==> src/rtl/dna_code_pkg.sv <==
// Shared types and helpers for the DNA single-deletion decode path.
// Quaternary symbols are 2 bits; symbol value 0 stands for weight 4.
package dna_code_pkg;

   typedef logic [1:0] sym_t;

   typedef enum logic [2:0] {
      IDLE,
      SETUP,
      SCAN_A,
      SCAN_B,
      DONE
   } loc_state_e;

   typedef enum logic [1:0] {
      CASE_A,
      CASE_B,
      CASE_C
   } loc_case_e;

   // Weight of a symbol: 1..3 as-is, 0 counts as 4.
   function automatic logic [2:0] sym_val(input sym_t s);
      return (s == 2'd0) ? 3'd4 : {1'b0, s};
   endfunction

endpackage

==> src/rtl/dna_syn_mod.sv <==
// Residue generator for the deletion locator.
// Turns the signed syndrome difference r into delta = r mod 4N in [0,4N)
// and gamma = r mod 4 in 1..4 (a zero residue is reported as 4).
module dna_syn_mod
   import dna_code_pkg::*;
#(
   parameter  int N     = 100,
   parameter  int R_W   = 16,
   localparam int DEL_W = $clog2(N) + 3
) (
   input  logic signed [R_W-1:0]   r,
   output logic        [DEL_W-1:0] delta,
   output logic        [2:0]       gamma
);

   localparam logic signed [R_W-1:0] MOD_S = R_W'(4 * N);

   logic signed [R_W-1:0] rem;

   // Signed remainder truncates toward zero, so fold negative results up.
   always_comb begin
      // NOTE: combinational blocks use blocking '=' so later statements see
      // the value just computed; non-blocking here would read stale values.
      rem = r % MOD_S;
      if (rem < 0) rem = rem + MOD_S;
   end

   assign delta = DEL_W'(rem);
   // Two's complement low bits already give the non-negative residue mod 4.
   assign gamma = sym_val(sym_t'(r[1:0]));

endmodule

==> src/rtl/deletion_locator_seq.sv <==
// Sequential single-deletion locator with valid/ready handshakes.
// Scans one symbol per cycle and reports the deleted position and symbol.
// Optional feature: define DELLOC_NOMATCH_ERR_EN to add the out_err port,
// which flags pointer exhaustion in SCAN_A and a failed search in SCAN_B.
module deletion_locator_seq
   import dna_code_pkg::*;
#(
   parameter  int N     = 100,
   parameter  int A     = 30,
   parameter  int B     = 27,
   parameter  int SYN_W = 14,
   parameter  int SUM_W = 10,
   localparam int IDX_W = $clog2(N)
) (
   input  logic               clk,
   input  logic               rst_n,
   input  logic               in_valid,
   output logic               in_ready,
   input  logic [2*(N-1)-1:0] word_in,
   input  logic [2*(N-1)-1:0] diff_word,
   input  logic [SUM_W-1:0]   diff_sum,
   input  logic [SYN_W-1:0]   inv_syn,
   input  logic               reverse,
   output logic               out_valid,
   input  logic               out_ready,
   output logic [IDX_W-1:0]   miss_index,
   output logic [1:0]         miss_digit
`ifdef DELLOC_NOMATCH_ERR_EN
   ,
   output logic               out_err
`endif
);

   localparam int R_W    = SYN_W + 2;
   localparam int DEL_W  = IDX_W + 3;
   localparam int SUM_X  = SUM_W + 2;
   localparam int CMP_W  = ((SUM_X > DEL_W) ? SUM_X : DEL_W) + 1;
   localparam int WORD_W = 2 * (N - 1);

   localparam logic signed [R_W-1:0] K_A     = R_W'(A);
   localparam logic signed [R_W-1:0] K_B     = R_W'(B);
   localparam logic        [IDX_W-1:0] LAST    = IDX_W'(N - 2);
   localparam logic        [IDX_W-1:0] TOP_IDX = IDX_W'(N - 1);

   loc_state_e state_q, state_d;
   loc_case_e  setup_case;

   logic [WORD_W-1:0] word_q, diff_q;
   logic [SUM_W-1:0]  diff_sum_q;
   logic [SYN_W-1:0]  inv_syn_q;
   logic              reverse_q;

   logic [DEL_W-1:0]  delta_q, delta_d;
   logic [2:0]        gamma_q, gamma_d;
   logic [SUM_X-1:0]  sum_q, sum_d;
   logic [IDX_W-1:0]  cnt_q, cnt_d;
   logic [IDX_W-1:0]  index_d;
   logic [1:0]        digit_d;
`ifdef DELLOC_NOMATCH_ERR_EN
   logic              err_d;
`endif

   logic signed [R_W-1:0] r_val;
   logic [DEL_W-1:0]  syn_delta;
   logic [2:0]        syn_gamma;

   logic [IDX_W-1:0]  sym_idx;
   sym_t              diff_sym, word_sym;
   logic [2:0]        diff_val, word_val, a_val;
   logic [SUM_X-1:0]  sum_a, sum_b;
   logic [CMP_W-1:0]  b_target;

   assign in_ready  = (state_q == IDLE);
   assign out_valid = (state_q == DONE);

   // Residues are only consumed in SETUP, from the captured request.
   assign r_val = (reverse_q ? K_B : K_A) - $signed({2'b00, inv_syn_q});

   dna_syn_mod #(
      .N   (N),
      .R_W (R_W)
   ) u_syn (
      .r     (r_val),
      .delta (syn_delta),
      .gamma (syn_gamma)
   );

   // SCAN_A walks the difference word from the top; SCAN_B from the bottom.
   assign sym_idx  = (state_q == SCAN_A) ? (LAST - cnt_q) : cnt_q;
   assign diff_sym = diff_q[{sym_idx, 1'b0} +: 2];
   assign word_sym = word_q[{cnt_q, 1'b0} +: 2];
   assign diff_val = sym_val(diff_sym);
   assign word_val = sym_val(word_sym);
   // a = gamma - val(word[j]), lifted into 1..4 when not positive.
   assign a_val    = (gamma_q > word_val) ? (gamma_q - word_val)
                                          : (gamma_q + 3'd4 - word_val);
   assign sum_a    = sum_q + SUM_X'(diff_val);
   assign sum_b    = sum_q - SUM_X'(diff_val);
   assign b_target = CMP_W'(a_val) + CMP_W'(sum_q) + CMP_W'({cnt_q, 2'b00});

   // Classify the request by where delta falls relative to diff_sum.
   always_comb begin
      setup_case = CASE_C;
      if (CMP_W'(syn_delta) < CMP_W'(diff_sum_q))
         setup_case = CASE_A;
      else if (CMP_W'(syn_delta) >= CMP_W'(diff_sum_q) + CMP_W'(4))
         setup_case = CASE_B;
   end

   // Next-state and datapath updates for the locator FSM.
   always_comb begin
      // NOTE: every signal gets a default before the case so no path leaves
      // it unassigned; a missed path would infer a latch.
      state_d = state_q;
      delta_d = delta_q;
      gamma_d = gamma_q;
      sum_d   = sum_q;
      cnt_d   = cnt_q;
      index_d = miss_index;
      digit_d = miss_digit;
`ifdef DELLOC_NOMATCH_ERR_EN
      err_d   = out_err;
`endif
      case (state_q)
         IDLE: begin
            if (in_valid) state_d = SETUP;
         end
         SETUP: begin
            delta_d = syn_delta;
            gamma_d = syn_gamma;
            digit_d = syn_gamma[1:0];
            cnt_d   = '0;
`ifdef DELLOC_NOMATCH_ERR_EN
            err_d   = 1'b0;
`endif
            case (setup_case)
               CASE_A: begin
                  sum_d   = '0;
                  state_d = SCAN_A;
               end
               CASE_B: begin
                  sum_d   = SUM_X'(diff_sum_q);
                  state_d = SCAN_B;
               end
               default: begin
                  index_d = TOP_IDX;
                  state_d = DONE;
               end
            endcase
         end
         SCAN_A: begin
            // The threshold is tested on the running sum including this
            // symbol, so the reported index is the count before the step.
            if (CMP_W'(sum_a) >= CMP_W'(delta_q)) begin
               index_d = cnt_q;
               state_d = DONE;
            end else if (cnt_q == LAST) begin
               index_d = LAST;
`ifdef DELLOC_NOMATCH_ERR_EN
               err_d   = 1'b1;
`endif
               state_d = DONE;
            end else begin
               sum_d = sum_a;
               cnt_d = cnt_q + IDX_W'(1);
            end
         end
         SCAN_B: begin
            if (CMP_W'(delta_q) == b_target) begin
               index_d = TOP_IDX - cnt_q;
               state_d = DONE;
            end else if (cnt_q == LAST) begin
               index_d = '0;
`ifdef DELLOC_NOMATCH_ERR_EN
               err_d   = 1'b1;
`endif
               state_d = DONE;
            end else begin
               sum_d = sum_b;
               cnt_d = cnt_q + IDX_W'(1);
            end
         end
         DONE: begin
            if (out_ready) state_d = IDLE;
         end
         default: state_d = IDLE;
      endcase
   end

   // Control state, scan counters and result registers.
   always_ff @(posedge clk or negedge rst_n) begin
      // NOTE: sequential state uses non-blocking '<=' so all registers update
      // together from pre-edge values, independent of statement order.
      if (!rst_n) begin
         state_q    <= IDLE;
         delta_q    <= '0;
         gamma_q    <= '0;
         sum_q      <= '0;
         cnt_q      <= '0;
         miss_index <= '0;
         miss_digit <= '0;
`ifdef DELLOC_NOMATCH_ERR_EN
         out_err    <= 1'b0;
`endif
      end else begin
         state_q    <= state_d;
         delta_q    <= delta_d;
         gamma_q    <= gamma_d;
         sum_q      <= sum_d;
         cnt_q      <= cnt_d;
         miss_index <= index_d;
         miss_digit <= digit_d;
`ifdef DELLOC_NOMATCH_ERR_EN
         out_err    <= err_d;
`endif
      end
   end

   // Request capture on accept.
   always_ff @(posedge clk) begin
      // NOTE: the wide capture registers carry no reset; they are always
      // written at accept before the FSM reads them, so resetting buys nothing.
      if (in_valid && in_ready) begin
         word_q     <= word_in;
         diff_q     <= diff_word;
         diff_sum_q <= diff_sum;
         inv_syn_q  <= inv_syn;
         reverse_q  <= reverse;
      end
   end

endmodule

==> config.mk <==
export PLATFORM = sky130hd
export DESIGN_NAME = deletion_locator_seq
export DESIGN_NICKNAME = d
export VERILOG_FILES = /design/src/rtl/dna_code_pkg.sv /design/src/rtl/dna_syn_mod.sv /design/src/rtl/deletion_locator_seq.sv
export SDC_FILE = /design/constraint.sdc
export NUM_CORES = 1
export LEC_CHECK = 0
export BUFFER_PORTS_ARGS = -buffer_cell sky130_fd_sc_hd__buf_2
export CAP_MARGIN = 20
export CORE_MARGIN = 2
export CORE_UTILIZATION = 45
export CTS_BUF_LIST = sky130_fd_sc_hd__clkbuf_4
export DETAILED_ROUTE_END_ITERATION = 10
export PLACE_DENSITY = 0.78
export SLEW_MARGIN = 20
export SYNTH_ARGS = -nofsm -noshare
export SYNTH_HDL_FRONTEND = slang
export SYNTH_SLANG_ARGS = --single-unit
==> constraint.sdc <==
create_clock -name clk -period 13.22 [get_ports clk]
set_input_delay 2.644 -clock clk [delete_from_list [all_inputs] [get_ports clk]]
set_output_delay 2.644 -clock clk [all_outputs]
set_load 0.1 [all_outputs]
==> results of run 1 <==
[kinds of logic (layout without fill, tap and decap cells)]
kind of cell    count (synthesis)  after routing  share of synthesized area [%]
other cells                     0             26                              0
simple gates                  311            311                           7.13
compound gates                333            333                           10.4
buf+inv                       129            710                           2.25
xor+xnor                       73             73                           2.79
flops                         463            463                           59.7
fa+ha+maj                      73             73                           4.16
mux                           154            154                           13.5
[metal layers]
metal	up-vias	track usage, %
met5	-	0
met4	14	9.74
met3	157	6.70
met2	727	39.8
met1	7731	27.0
li1	7213	-
[cells in the final DEF, fill, tap and decap left out, types with 7 or more instances in the layout]
cell | Yosys | routed
mux4_2 | 124 | 124
o32a_1 | 11 | 11
buf_2 | 7 | 435
dfrtp_1 | 42 | 40
buf_4 | 3 | 12
xnor2_1 | 55 | 53
inv_1 | 55 | 55
nor2_1 | 65 | 65
diode_2 | 0 | 26
o31ai_1 | 9 | 9
o32ai_1 | 7 | 7
nor3_1 | 23 | 23
edfxtp_1 | 421 | 421
nand2b_1 | 18 | 18
a31oi_1 | 7 | 7
xor2_1 | 18 | 18
ha_1 | 65 | 65
nand3_1 | 30 | 30
a21o_1 | 18 | 18
a211oi_1 | 22 | 22
o211ai_1 | 10 | 10
clkbuf_4 | 1 | 165
o22ai_1 | 14 | 14
mux2i_1 | 21 | 20
nor2b_1 | 19 | 19
a21oi_1 | 67 | 67
mux2_2 | 8 | 8
or3_1 | 12 | 12
o21a_1 | 11 | 11
o21ai_0 | 71 | 71
a211o_1 | 7 | 7
and3_1 | 7 | 7
nand2_1 | 74 | 74
or2_2 | 9 | 9
clkinv_1 | 0 | 24
and2_1 | 8 | 7
[flip-flops by register name, indices dropped and copies added, names as in the netlist]
signal / flops
state_q: 3
sum_q: 12
reverse_q: 1
word_q: 198
miss_index: 7
diff_sum_q: 10
miss_digit: 1
inv_syn_q: 14
cnt_q: 7
diff_q: 198
delta_q: 10
gamma_q: 2
[power groups by stage]
stage	clock, mW	combinational (mW)	sequential, mW
floorplan	0	3.06	2.22
global route	1.31	4.38	2.23
finish	1.20	3.95	2.20
detailed placement	0	3.90	2.23
CTS	1.23	3.92	2.20
global placement	0	3.77	2.20
[per-stage QoR]
step,instance area [um2],utilization [%],cells,setup slack [ns]
after CTS,27200,54.3,2788,3.14
after global routing,27300,54.5,2812,1.87
after detailed placement,25800,51.4,2586,3.15
after global placement,25800,51.4,2586,3.51
final,27300,54.5,2815,2.85
after floorplan,22900,-,1536,3.97
[worst reg2reg max path, delay by kind of cell (launching register included)]
kind                       cells  cell delay (ns)
and+or+nand+nor                8             2.19
AOI/OAI and AO/OA             16             6.28
buffers and inverters          2             0.14
adders and majority gates      2             0.70
DFF                            1             0.32
xor gates and xnor gates       2             0.31
muxes                          1             0.31
[final cells by class]
| class | count | share of cell area [%] |
|---|---|---|
| Antenna cell | 26 | 0.238 |
| Clock buffer | 165 | 4.53 |
| Clock inverter | 37 | 0.833 |
| Inverter | 58 | 0.796 |
| Multi-Input combinational cell | 944 | 32.0 |
| Sequential cell | 463 | 50.1 |
| Tap cell | 672 | 3.08 |
| Timing Repair Buffer | 450 | 8.45 |
[Yosys cell counts (10+ instances only)]
cell	count
xnor2_1	55
dfrtp_1	42
buf_1	13
clkbuf_1	46
nand2b_1	18
ha_1	65
a21o_1	18
nor3_1	23
nand3_1	30
mux2i_1	21
o211ai_1	10
inv_1	55
o21ai_0	71
o32a_1	11
o22ai_1	14
a21oi_1	67
o21a_1	11
nor2b_1	19
edfxtp_1	421
xor2_1	18
a211oi_1	22
mux4_2	124
nor2_1	65
or3_1	12
nand2_1	74
[worst min path at each step]
stage	end	slack, ns	cells past startpoint
floorplan	delta_q[0]$_DFFE_PN0N_	0.50	2
global placement	miss_index[5]$_DFFE_PN0P_	0.50	1
detailed placement	miss_index[1]$_DFFE_PN0P_	0.51	1
CTS	miss_index[1]$_DFFE_PN0P_	0.53	1
global route	miss_index[1]$_DFFE_PN0P_	0.55	1
finish	miss_index[1]$_DFFE_PN0P_	0.52	1
==> results.json, run 1 <==
{
  "startpoint": "inv_syn_q[2]$_DFFE_PP_",
  "whs_ns": 0.522,
  "clock_latency_ns": 0.92,
  "fin_crit_ns": 10.37,
  "grt_pass1_wl_mm": 93.2,
  "max_stage_delay_ns": 0.69,
  "outcome": "finished, final reports clean",
  "dr_wl_met2_mm": 32.1,
  "cts_buffers": 116,
  "relSlewSlack_pct": 29.5,
  "synth-edff-count": 421,
  "slowest_stage": "a21boi_1",
  "power_mw": 7.34,
  "multi_input_area_um2": 8740,
  "ys_types": 97,
  "top_layer_used": "met5",
  "cts_sinks": 463,
  "layout-drive-gt1-share_pct": 38.1,
  "power_density_nw_per_um2": 269,
  "path_depth": 31,
  "wl_met3_mm": 4.85,
  "crit_family": "compound AO/OA/AOI/OAI gates",
  "p_comb_share_pct": 53.7,
  "vias": 15800,
  "rsz0062_at_grt": "false",
  "core-area_um2": 50200,
  "start_util_pct": 45.7,
  "seqCellArea_um2": 13700,
  "dominantRegCellSynth": "edfxtp_1",
  "clockBufferDepth": 3,
  "avgSynthCellArea_um2": 14.9,
  "cp_data_required_time_ns": 14.01,
  "final_max_slew_viol_count": 0,
  "routed_wirelength_mm": 61.6,
  "first_global_vias": 16500,
  "hold_path_startpoint": "miss_index[1]$_DFFE_PN0P_",
  "fp-row-count": 82,
  "yosys.area.top_type_share_pct": 55.2,
  "synth_warnings": 0,
  "async_flop_share_pct": 9.07,
  "synth_cells": 1536,
  "switching_share_pct": 41.9,
  "finalSetupTns_ns": 0,
  "worstSetupStartpointType": "flop",
  "routed_via_density": 5.63,
  "num-nets-final": 2529,
  "p_leak_nw": 10.4,
  "timing.rr.start": "inv_syn_q[2]$_DFFE_PP_",
  "die_w_um": 230,
  "holdCritPathClass": "flop to flop",
  "endpoint_kind": "flop",
  "hold_violations": 0,
  "firstDrtPassIters": 8,
  "drt_iter0_markers": 1455,
  "port_buffers": 435,
  "p_seq_share_pct": 30.0,
  "critPathKind": "flop to flop",
  "die_h_um": 230,
  "antenna_found_initial": 34,
  "syn_nets": 2032,
  "worst-path-buf-inv": 2,
  "grt_overflow": 0,
  "place.gp.congestion": 0.912,
  "p_clk_share_pct": 16.3,
  "ios": 436,
  "p_switching_mw": 3.08,
  "avgRoutedWirePerCell_um": 21.9,
  "fin_skew_ns": 0.0793,
  "dieArea_um2": 52800,
  "holdBufCountCts": 0,
  "nFillCells": 4023,
  "worst_r2r_endpoint": "sum_q[0]$_DFFE_PN0P_",
  "cp-endpoint": "sum_q[0]$_DFFE_PN0P_",
  "drcViolationCount": 0,
  "cts_resized": 0,
  "internal_power_mw": 4.27,
  "area_delta_synth_final_pct": 19.3,
  "clockRootBuffer": "clkbuf_4",
  "fin_crit_sh_pct": 78.4,
  "cts_tree": "yes",
  "setup_violations": 0,
  "synth_area_um2": 22900,
  "tightestPinTransition_ns": 1.05,
  "max_freq_ghz": 0.0965,
  "path_clk_slew_ns": 0.07,
  "ys_seq_area_share_pct": 59.7,
  "wl_met1_mm": 22.6,
  "cp_max_fo": 12,
  "reg2regPathDepth": 31,
  "grt_use_total_pct": 23.1,
  "synth_area_leaders": "edfxtp_1 (55%), mux4_2 (12%), dfrtp_1 (4.6%), ha_1 (3.5%), xnor2_1 (2.1%)",
  "grt_max_degree": 97,
  "cts_setup_buffers": 0,
  "cap_violations": 0,
  "max-vdd-ir-drop_uv": 226,
  "ys_ff_latch": 463,
  "place_hpwl_mm": 45.1,
  "drtAntennaViolNets": 0,
  "h-tree-depth": 3,
  "r2r_setup_slack_ns": 2.85,
  "yosysTopAreaCell": "edfxtp_1",
  "crit_arrival_ns": 11.16
}
No activity file was read; power rests on OpenSTA's default activity.
==> run 2, diff against run 1 <==
==> constraint.sdc (replaced) <==
create_clock -name clk -period 9.8 [get_ports clk]
set_input_delay 1.96 -clock clk [delete_from_list [all_inputs] [get_ports clk]]
set_output_delay 1.96 -clock clk [all_outputs]
set_load 0.1 [all_outputs]
==> run 2 against run 1 <==
Sequential power grew 35%. Largest cell class unchanged. Critical endpoint unchanged. Highest routed layer unchanged. Sequential share of layout area down 0.50 points. First-iteration DRC count down 24%. Largest power group unchanged.
==> results.json, run 2 (synthesis gave the netlist of run 1 again) <==
{
  "dieArea_um2": 52800,
  "drt_iter0_markers": 1104,
  "r2r_setup_slack_ns": 0.56,
  "clock_latency_ns": 0.90,
  "area_delta_synth_final_pct": 20.5,
  "reg2regPathDepth": 35,
  "relSlewSlack_pct": 28.3,
  "hold_depth": 1,
  "cts_tree": "yes",
  "drcViolationCount": 0,
  "crit_arrival_ns": 10.01,
  "tightestPinTransition_ns": 1.08,
  "fin_crit_ns": 9.24,
  "cp_data_required_time_ns": 10.57,
  "h-tree-depth": 3,
  "endpoint_kind": "flop",
  "max_stage_delay_ns": 0.43,
  "place_hpwl_mm": 45.7,
  "reg.largest.list": "diff_q (198), word_q (198), inv_syn_q (14)",
  "holdCritPathClass": "flop to flop",
  "slowest_stage": "a221o_1",
  "firstDrtPassIters": 5,
  "grt_max_degree": 206,
  "routed_wirelength_mm": 61.4,
  "num-nets-final": 2541,
  "antenna_found_initial": 31,
  "hold_path_startpoint": "miss_index[1]$_DFFE_PN0P_",
  "drtAntennaViolNets": 0,
  "fin_crit_sh_pct": 94.3,
  "avgRoutedWirePerCell_um": 21.8,
  "first_global_vias": 16600,
  "grt_pass1_wl_mm": 92.8,
  "critPathKind": "flop to flop",
  "die_w_um": 230,
  "fp-row-count": 82,
  "min_delay_worst_endpoint": "miss_index[1]$_DFFE_PN0P_",
  "final_common_cell": "buf_2",
  "routed_via_density": 5.59,
  "die_h_um": 230,
  "holdBufCountCts": 0,
  "power_mw": 10.0,
  "port_buffers": 435,
  "place.gp.congestion": 0.905,
  "path_clk_slew_ns": 0.06,
  "cp_max_fo": 10,
  "fin_skew_ns": 0.0928,
  "layout-drive-gt1-share_pct": 39.4,
  "clockRootBuffer": "clkbuf_4",
  "ios": 436,
  "core-area_um2": 50200,
  "hold_violations": 0,
  "power_density_nw_per_um2": 363,
  "worst_r2r_endpoint": "sum_q[0]$_DFFE_PN0P_",
  "clockBufferDepth": 3,
  "max-vdd-ir-drop_uv": 260,
  "finalSetupTns_ns": 0,
  "layout_common_cells": "buf_2 (434), edfxtp_1 (421), clkbuf_4 (165), mux4_2 (124), nand2_1 (74)",
  "grt_use_total_pct": 23.1,
  "p_leak_nw": 10.6,
  "worstSetupStartpointType": "flop",
  "setup_violations": 0,
  "cap_violations": 0,
  "start_util_pct": 45.7,
  "cts_sinks": 463,
  "cts_buffers": 118,
  "timing.rr.start": "reverse_q$_DFFE_PP_",
  "max_freq_ghz": 0.108,
  "final_max_slew_viol_count": 0,
  "grt_overflow": 0,
  "outcome": "finished, final reports clean",
  "vias": 15800
}
[run 2: changes by cell type in the layout (fill, tap and decap cells not counted), sizes merged]
| cell | previous run | this run |
|---|---|---|
| inv | 62 | 63 |
| buf | 450 | 460 |
| bufinv | 0 | 2 |
| diode | 26 | 25 |
| clkinv | 33 | 30 |
[run 2: how the worst max path moves through the flow]
stage / start / to / slack (ns) / depth (start not counted)
after global placement: reverse_q$_DFFE_PP_ / sum_q[0]$_DFFE_PN0P_ / 0.59 / 36
after floorplan: cnt_q[0]$_DFFE_PN0P_ / sum_q[1]$_DFFE_PN0P_ / 0.55 / 34
after global routing: reverse_q$_DFFE_PP_ / sum_q[0]$_DFFE_PN0P_ / -0.05 / 35
final: reverse_q$_DFFE_PP_ / sum_q[0]$_DFFE_PN0P_ / 0.56 / 35
after detailed placement: reverse_q$_DFFE_PP_ / sum_q[0]$_DFFE_PN0P_ / 0.33 / 35
after CTS: reverse_q$_DFFE_PP_ / sum_q[0]$_DFFE_PN0P_ / 0.29 / 35
[run 2: what timing repair did]
item                                    CTS  global route
endpoints found under the setup margin    0            22
resized for setup                         0            25
endpoints found under the hold margin     0             0
setup buffers                             0             5
[run 2: worst max-delay path: cells and delay by family (launching register included)]
family          cells  cell delay [ns]
flops               1             0.37
compound gates     14             3.70
simple gates       11             2.52
mux                 2             0.71
fa+ha+maj           3             0.80
xor+xnor            2             0.65
buf+inv             3             0.40
[run 2: layer usage]
layer | share of wire (%) | global-route usage, % | wire length, um
met3 | 7.8 | 6.97 | 4810
met1 | 37 | 26.6 | 22700
met2 | 52 | 40.9 | 32300
met5 | 0.13 | 0 | 77
met4 | 2.6 | 7.95 | 1570
[run 2: power breakdown]
part | leakage, nW | total (mW) | switching [mW] | internal [mW]
combinational | 5.24 | 5.43 | 3.10 | 2.33
clock | 0.884 | 1.63 | 0.793 | 0.835
sequential | 4.43 | 2.96 | 0.251 | 2.71
total | 10.6 | 10.0 | 4.14 | 5.88
[run 2: final cells by class]
| class | count | area (um2) |
|---|---|---|
| Antenna cell | 25 | 62.6 |
| Clock buffer | 165 | 1240 |
| Clock inverter | 37 | 246 |
| Fill cell | 3954 | 22600 |
| Inverter | 58 | 218 |
| Multi-Input combinational cell | 944 | 8880 |
| Sequential cell | 463 | 13700 |
| Tap cell | 672 | 841 |
| Timing Repair Buffer | 460 | 2430 |
[run 2: metrics by stage]
| step | area, um2 | utilization (%) | hold slack (ns) | setup WS [ns] | cells |
|---|---|---|---|---|---|
| floorplan | 22900 | - | 0.498 | 0.546 | 1536 |
| global placement | 25900 | 51.6 | 0.498 | 0.592 | 2592 |
| detailed placement | 25900 | 51.6 | 0.512 | 0.328 | 2592 |
| CTS | 27400 | 54.6 | 0.528 | 0.289 | 2794 |
| global route | 27600 | 55.0 | 0.548 | -0.0537 | 2821 |
| finish | 27600 | 55.0 | 0.529 | 0.557 | 2824 |
